==> src/rtl/alu_pkg.sv <==
// Shared ALU sequencer definitions: opcode encodings, FSM state type and request layout.
// Optional response error flag is enabled with ALU_SEQ_ERR_EN (see alu_sequencer).
package alu_pkg;

  localparam logic [3:0] SOP_ADD  = 4'b0000;
  localparam logic [3:0] SOP_SUB  = 4'b0001;
  localparam logic [3:0] SOP_MULT = 4'b0010;
  localparam logic [3:0] SOP_DIV  = 4'b0011;
  localparam logic [3:0] SOP_AND  = 4'b0100;
  localparam logic [3:0] SOP_OR   = 4'b0101;
  localparam logic [3:0] SOP_XOR  = 4'b0110;
  localparam logic [3:0] SOP_NOP  = 4'b0111;
  localparam logic [3:0] SOP_SLL  = 4'b1000;
  localparam logic [3:0] SOP_SRL  = 4'b1001;
  localparam logic [3:0] SOP_SRA  = 4'b1010;
  localparam logic [3:0] SOP_SLT  = 4'b1011;
  localparam logic [3:0] SOP_SW   = 4'b1100;
  localparam logic [3:0] SOP_LW   = 4'b1101;

  typedef logic [1:0] state_t;
  localparam state_t S_IDLE = 2'd0;
  localparam state_t S_EXEC = 2'd1;
  localparam state_t S_RESP = 2'd2;

  typedef struct packed {
    logic [31:0] op1;
    logic [31:0] op2;
    logic [3:0]  sop;
  } alu_req_t;

  // 4'b1110 and 4'b1111 are the only unassigned encodings.
  function automatic logic sop_illegal(input logic [3:0] sop);
    return sop[3:1] == 3'b111;
  endfunction

  function automatic int unsigned op_latency(input logic [3:0] sop,
                                             input int unsigned base_cyc,
                                             input int unsigned mult_cyc,
                                             input int unsigned div_cyc);
    int unsigned lat;
    case (sop)
      SOP_MULT: lat = mult_cyc;
      SOP_DIV:  lat = div_cyc;
      default:  lat = base_cyc;
    endcase
    return lat;
  endfunction

endpackage

==> src/rtl/rr_arb2.sv <==
// Two-way round-robin arbiter; pointer remembers the last winner and moves on each grant.
module rr_arb2 (
  input  logic       clk,
  input  logic       rst_n,
  input  logic       enable,
  input  logic [1:0] valid,
  output logic [1:0] grant,
  output logic       gid
);

  logic last_q, last_d;

  always_comb begin
    gid = valid[1];
    if (valid == 2'b11) gid = ~last_q;
    grant  = 2'b00;
    if (enable && (valid != 2'b00)) grant[gid] = 1'b1;
    last_d = last_q;
    if (grant != 2'b00) last_d = gid;
  end

  // Reset as if requester 1 won last, so requester 0 is favoured first.
  always_ff @(posedge clk or negedge rst_n) begin
    if (!rst_n) last_q <= 1'b1;
    else        last_q <= last_d;
  end

endmodule

==> src/rtl/alu_sequencer.sv <==
// Shares one external combinational ALU between two requesters: arbitrate, register
// operands, wait an opcode-dependent latency, then hand back the result. ALU_SEQ_ERR_EN adds rsp_err.
module alu_sequencer
  import alu_pkg::*;
#(
  parameter int unsigned BASE_CYC = 1,
  parameter int unsigned MULT_CYC = 3,
  parameter int unsigned DIV_CYC  = 6,
  parameter int unsigned CNT_W    = 4
) (
  input  logic        clk,
  input  logic        rst_n,
  input  logic        req0_valid,
  output logic        req0_ready,
  input  logic [31:0] req0_op1,
  input  logic [31:0] req0_op2,
  input  logic [3:0]  req0_sop,
  input  logic        req1_valid,
  output logic        req1_ready,
  input  logic [31:0] req1_op1,
  input  logic [31:0] req1_op2,
  input  logic [3:0]  req1_sop,
  output logic [31:0] alu_op1,
  output logic [31:0] alu_op2,
  output logic [3:0]  alu_sop,
  input  logic [31:0] alu_rop,
  input  logic        alu_zf,
  output logic        rsp_valid,
  input  logic        rsp_ready,
  output logic        rsp_id,
  output logic [31:0] rsp_data,
  output logic        rsp_zf,
`ifdef ALU_SEQ_ERR_EN
  output logic        rsp_err,
`endif
  output logic        busy
);

  state_t           state_q, state_d;
  logic [CNT_W-1:0] cnt_q, cnt_d;
  logic [31:0]      op1_q, op1_d, op2_q, op2_d;
  logic [3:0]       sop_q, sop_d;
  logic             id_q, id_d;
  logic             vld_q, vld_d;
  logic [31:0]      data_q, data_d;
  logic             zf_q, zf_d;

  logic [1:0]       grant;
  logic             gid;
  logic             accept;
  logic             divz;
  alu_req_t         req_sel;

  rr_arb2 u_arb (
    .clk    (clk),
    .rst_n  (rst_n),
    .enable (state_q == S_IDLE),
    .valid  ({req1_valid, req0_valid}),
    .grant  (grant),
    .gid    (gid)
  );

  assign req0_ready = grant[0];
  assign req1_ready = grant[1];
  assign accept     = |grant;

  always_comb begin
    req_sel = '{op1: req0_op1, op2: req0_op2, sop: req0_sop};
    if (gid) req_sel = '{op1: req1_op1, op2: req1_op2, sop: req1_sop};
  end

  // The ALU's divide-by-zero output is meaningless; a saturated result is reported instead.
  assign divz = (sop_q == SOP_DIV) && (op2_q == 32'd0);

  always_comb begin
    state_d = state_q;
    cnt_d   = cnt_q;
    op1_d   = op1_q;
    op2_d   = op2_q;
    sop_d   = sop_q;
    id_d    = id_q;
    vld_d   = vld_q;
    data_d  = data_q;
    zf_d    = zf_q;
    case (state_q)
      S_IDLE: begin
        if (accept) begin
          op1_d = req_sel.op1;
          op2_d = req_sel.op2;
          sop_d = req_sel.sop;
          id_d  = gid;
          cnt_d = CNT_W'(op_latency(req_sel.sop, BASE_CYC, MULT_CYC, DIV_CYC) - 1);
          if (sop_illegal(req_sel.sop)) begin
            data_d  = 32'd0;
            zf_d    = 1'b1;
            vld_d   = 1'b1;
            state_d = S_RESP;
          end else begin
            state_d = S_EXEC;
          end
        end
      end
      S_EXEC: begin
        if (cnt_q != '0) begin
          cnt_d = cnt_q - CNT_W'(1);
        end else begin
          data_d  = divz ? 32'hFFFF_FFFF : alu_rop;
          zf_d    = divz ? 1'b0 : alu_zf;
          vld_d   = 1'b1;
          state_d = S_RESP;
        end
      end
      S_RESP: begin
        if (rsp_ready) begin
          vld_d   = 1'b0;
          sop_d   = SOP_NOP;
          state_d = S_IDLE;
        end
      end
      default: state_d = S_IDLE;
    endcase
  end

  always_ff @(posedge clk or negedge rst_n) begin
    if (!rst_n) begin
      state_q <= S_IDLE;
      cnt_q   <= '0;
      op1_q   <= 32'd0;
      op2_q   <= 32'd0;
      sop_q   <= SOP_NOP;
      id_q    <= 1'b0;
      vld_q   <= 1'b0;
      data_q  <= 32'd0;
      zf_q    <= 1'b0;
    end else begin
      state_q <= state_d;
      cnt_q   <= cnt_d;
      op1_q   <= op1_d;
      op2_q   <= op2_d;
      sop_q   <= sop_d;
      id_q    <= id_d;
      vld_q   <= vld_d;
      data_q  <= data_d;
      zf_q    <= zf_d;
    end
  end

`ifdef ALU_SEQ_ERR_EN
  logic err_q;
  always_ff @(posedge clk or negedge rst_n) begin
    if (!rst_n)                                err_q <= 1'b0;
    else if ((state_q == S_IDLE) && accept)    err_q <= sop_illegal(req_sel.sop);
    else if ((state_q == S_EXEC) && cnt_q == '0) err_q <= divz;
  end
  assign rsp_err = err_q;
`endif

  assign alu_op1   = op1_q;
  assign alu_op2   = op2_q;
  assign alu_sop   = sop_q;
  assign rsp_valid = vld_q;
  assign rsp_id    = id_q;
  assign rsp_data  = data_q;
  assign rsp_zf    = zf_q;
  assign busy      = (state_q != S_IDLE);

endmodule

==> config.mk <==
export PLATFORM = sky130hd
export DESIGN_NAME = alu_sequencer
export DESIGN_NICKNAME = d
export VERILOG_FILES = /design/src/rtl/alu_pkg.sv /design/src/rtl/rr_arb2.sv /design/src/rtl/alu_sequencer.sv
export SDC_FILE = /design/constraint.sdc
export NUM_CORES = 1
export LEC_CHECK = 0
export CORE_ASPECT_RATIO = 1.2
export CORE_MARGIN = 4
export CORE_UTILIZATION = 35
export CTS_BUF_LIST = sky130_fd_sc_hd__clkbuf_8
export CTS_CLUSTER_DIAMETER = 40
export CTS_CLUSTER_SIZE = 14
export DETAILED_ROUTE_END_ITERATION = 10
export PLACE_DENSITY = 0.78
export SLEW_MARGIN = 10
export SYNTH_ARGS = -nofsm -noshare
export SYNTH_HDL_FRONTEND = slang
export SYNTH_SLANG_ARGS = --single-unit
==> constraint.sdc <==
create_clock -name clk -period 2.22 [get_ports clk]
set_input_delay 0.333 -clock clk [delete_from_list [all_inputs] [get_ports clk]]
set_output_delay 0.333 -clock clk [all_outputs]
set_load 0.01 [all_outputs]
==> metrics.log <==
[metrics] Met1 Wirelength: 6110 um
[metrics] Final nets: 850
[metrics] type of the most critical hold path: primary input to async pin
[metrics] startpoint class of the critical path: register
[metrics] leakage power of the design: 3.60 nW
[metrics] global route overflow: 0
[metrics] required time at the endpoint of the critical path: 2470 ps
[metrics] fraction of post-synthesis cell area in the top cell type by area: 0.565
[metrics] dominant synthesized flop cell: sky130_fd_sc_hd__dfrtp_1
[metrics] combined flip-flop and latch cell area: 2760 um2
[metrics] share of layout cells above drive strength 1: 0.103
[metrics] share of synthesized area occupied by flip-flops and latches: 0.588
[metrics] standard cell core area: 13200 um2
[metrics] post-layout minimum cycle time: 2170 ps
[metrics] Vias: 4571
[metrics] first-pass GRT wire length: 25100 um
[metrics] slew of the pin with the lowest slew margin: 757 ps
[metrics] most common cell type on the critical path: sky130_fd_sc_hd__a21oi_2
[metrics] Clock Path Buffers: 2
[metrics] total length of routed met2 wires: 8350 um
[metrics] number of warning messages in the yosys log: 0
[metrics] most frequently used cell type in the post-synthesis netlist: sky130_fd_sc_hd__dfrtp_1
[metrics] overall routed net length: 16200 um
[metrics] setup slack after placement: -577 ps
[metrics] crit end category: register
[metrics] clock insertion delay at the later pin of the skew report: 370 ps
[metrics] vias in the first global route: 4857
[metrics] Clk pin slew, worst setup/hold paths: 120 ps
[metrics] die span in y: 135 um
[metrics] global-route total usage across every layer: 0.206
[metrics] count of filler cells inserted in the layout: 1035
[metrics] number of synthesized register bits: 110
[metrics] remaining routing DRC violations: 0
[metrics] initial core utilization: 0.356
[metrics] die width: 114 um
[metrics] Syn-to-layout area delta: 71.8%
[metrics] area of combinational cells with multiple inputs: 1590 um2
[metrics] FMAX: 460 MHz
[metrics] number of rows in the core area: 46
[metrics] kind of critical path: register to register
[metrics] worst setup path start: u_arb.last_q$_DFFE_PN1P_
[metrics] Synth Instances: 389
[metrics] Setup WS post-layout: 45.1 ps
[metrics] top fanout value on the critical path: 4
[metrics] full die area: 15300 um2
[metrics] chain of cells forming the critical path: a21boi_4 -> and3_1 -> a22o_1 -> nor2_2 -> a21oi_2 -> ha_2 -> buf_4 -> or2_2 -> a21oi_2 -> nor4_4
[metrics] Syn Area/Cell: 12.1 um2
[metrics] outcome: completed
[metrics] endpoint arrival time on the critical path: 2420 ps
[metrics] Routed WL per cell: 19.1 um
[metrics] RePlAce Congestion: 0.826
[metrics] setup violation total in the final timing report: 0
[metrics] iteration-0 DRC count of the detailed router: 432
[metrics] Rel. slew slack: 0.494
[metrics] power per cell area: 1300 nW/um2
[metrics] Final Hold Vio Count: 0
[metrics] nets in the synthesized netlist: 564
[metrics] dominant cell type by area after synthesis: sky130_fd_sc_hd__dfrtp_1
[metrics] RSZ-0062 raised after global routing: true
[metrics] CTS tree: built
[metrics] total of buffers placed on input and output ports: 279
[metrics] met3 wire length: 1350 um
[metrics] ys async rst share: 1.00
[metrics] Slowest-stage cell, CP: sky130_fd_sc_hd__dfstp_2
[metrics] CP peak stage delay: 590 ps
[metrics] leading post-synthesis cells by instance count: sky130_fd_sc_hd__dfrtp_1, sky130_fd_sc_hd__inv_1, sky130_fd_sc_hd__a222oi_1, sky130_fd_sc_hd__a221o_1, sky130_fd_sc_hd__buf_2
[metrics] share of the clock period used by the worst path after layout: 0.980
[metrics] clock skew after layout: 15.6 ps
[metrics] final max-slew violation count: 0
[metrics] hpwl dp: 12400 um
[metrics] maximum resistive drop on vdd: 0.614 mV
[metrics] number of buffers created by CTS: 9
[metrics] largest net degree at the start of global routing: 67
[metrics] final antenna-violating net count: 0
[metrics] first-pass detailed-route iteration total: 7
[metrics] post-route design area: 8060 um2
[metrics] placement-stage cell area: 7780 um2
[metrics] number of placed I/O pins: 280
[metrics] CTS H-tree depth: 3
[metrics] number of distinct standard cells referenced by the synthesized netlist: 45
[metrics] number of max-capacitance violations reported: 0
[metrics] CTS root buf: sky130_fd_sc_hd__clkbuf_8
[metrics] highest routing layer actually used: met4
[metrics] Post-synth EDFFs: 0
[metrics] number of antenna violations at the first check in global routing: 1
[metrics] cell types occupying the most area after synthesis: sky130_fd_sc_hd__dfrtp_1, sky130_fd_sc_hd__a222oi_1, sky130_fd_sc_hd__a221o_1, sky130_fd_sc_hd__inv_1, sky130_fd_sc_hd__dfstp_2
[metrics] number of clock sinks: 110
[metrics] via count normalized by instance count: 5.38
[metrics] worst hold slack: 419 ps
[metrics] r2r startpoint: u_arb.last_q$_DFFE_PN1P_
[metrics] Syn Std Cell Area: 4690 um2
[cell usage in the layout (no fill, tap or decap), drive strengths merged, types with 4 or more instances in the layout]
cell	count
a221o	32
dfstp	4
dfrtp	106
clkbuf	11
o21ai	4
mux2i	4
a222oi	64
a21oi	5
nor2	14
nor4	10
inv	69
buf	30
nor3	6
clkdlybuf4s50	276
nand2	7
[kinds of logic after synthesis]
group                      count (synthesis)  share of synthesized area
AOI/OAI and AO/OA                        118                      0.239
DFF                                      110                      0.588
buffers and inverters                    100                     0.0899
and+or+nand+nor                           54                     0.0675
muxes                                      6                     0.0133
adders and majority gates                  1                    0.00267
[through the flow]
stage | total power (W) | setup TNS (ps) | utilization | cells
after floorplan | 0.00626 | 0 | - | 389
after global placement | 0.00910 | -24120 | 0.590 | 830
after detailed placement | 0.00930 | -30860 | 0.590 | 830
after CTS | 0.0105 | 0 | 0.608 | 847
after global routing | 0.0112 | -32.0 | 0.611 | 849
final | 0.0105 | 0 | 0.611 | 849
[layout make-up]
| cell class | count | area share |
|---|---|---|
| Antenna cell | 1 | 0.000311 |
| Multi-Input combinational cell | 179 | 0.197 |
| Clock buffer | 10 | 0.0171 |
| Inverter | 66 | 0.0307 |
| Timing Repair Buffer | 309 | 0.379 |
| Sequential cell | 110 | 0.342 |
| Clock inverter | 6 | 0.00761 |
| Tap cell | 168 | 0.0261 |
[metal layers]
| metal | global-route usage | up-vias |
|---|---|---|
| met5 | 0 | - |
| met4 | 0.0762 | 0 |
| met3 | 0.0596 | 31 |
| met2 | 0.361 | 230 |
| met1 | 0.239 | 2221 |
| li1 | - | 2089 |
[flip-flops by register name (all words and copies together), names as in the netlist, 2 cells and up]
name,cells
alu_op1,32
alu_op2,32
alu_sop,4
state_q,2
rsp_data,32
cnt_q,4
[critical path: cells and delay by family, from the launching register on]
family / cells / cell delay (ps)
adders and majority gates: 1 / 200
AOI/OAI and AO/OA: 4 / 510
DFF: 1 / 590
buffers and inverters: 1 / 130
and+or+nand+nor: 4 / 620
[repair_timing]
action | in CTS | in global routing
hold buffers | 1 | 0
setup endpoints to repair | 37 | 45
endpoints found under the hold margin | 19 | 0
cloned | 0 | 0
gates resized for setup | 6 | 12
buffers inserted | 0 | 1
pin swaps | 0 | 4
[power by group]
part           leakage [nW]  switching [W]  internal, W
logic                  2.15        0.00252      0.00316
registers              1.36       0.000680      0.00297
clock network        0.0982       0.000707     0.000466
[final timing paths]
| kind | to | slack (ps) | cells past startpoint |
|---|---|---|---|
| setup / recovery | cnt_q[2]$_DFFE_PN0P_ | 50 | 10 |
| hold / removal | alu_op1[26]$_DFFE_PN0P_ | 420 | 2 |
| setup reg to reg | cnt_q[2]$_DFFE_PN0P_ | 50 | 10 |
| hold reg to reg | cnt_q[3]$_DFFE_PN0P_ | 510 | 2 |
| max in group asynchronous | alu_op2[22]$_DFFE_PN0P_ | 1180 | 3 |
| min in group clk | cnt_q[3]$_DFFE_PN0P_ | 510 | 2 |
Note: power is estimated with default switching activity, not from simulation.
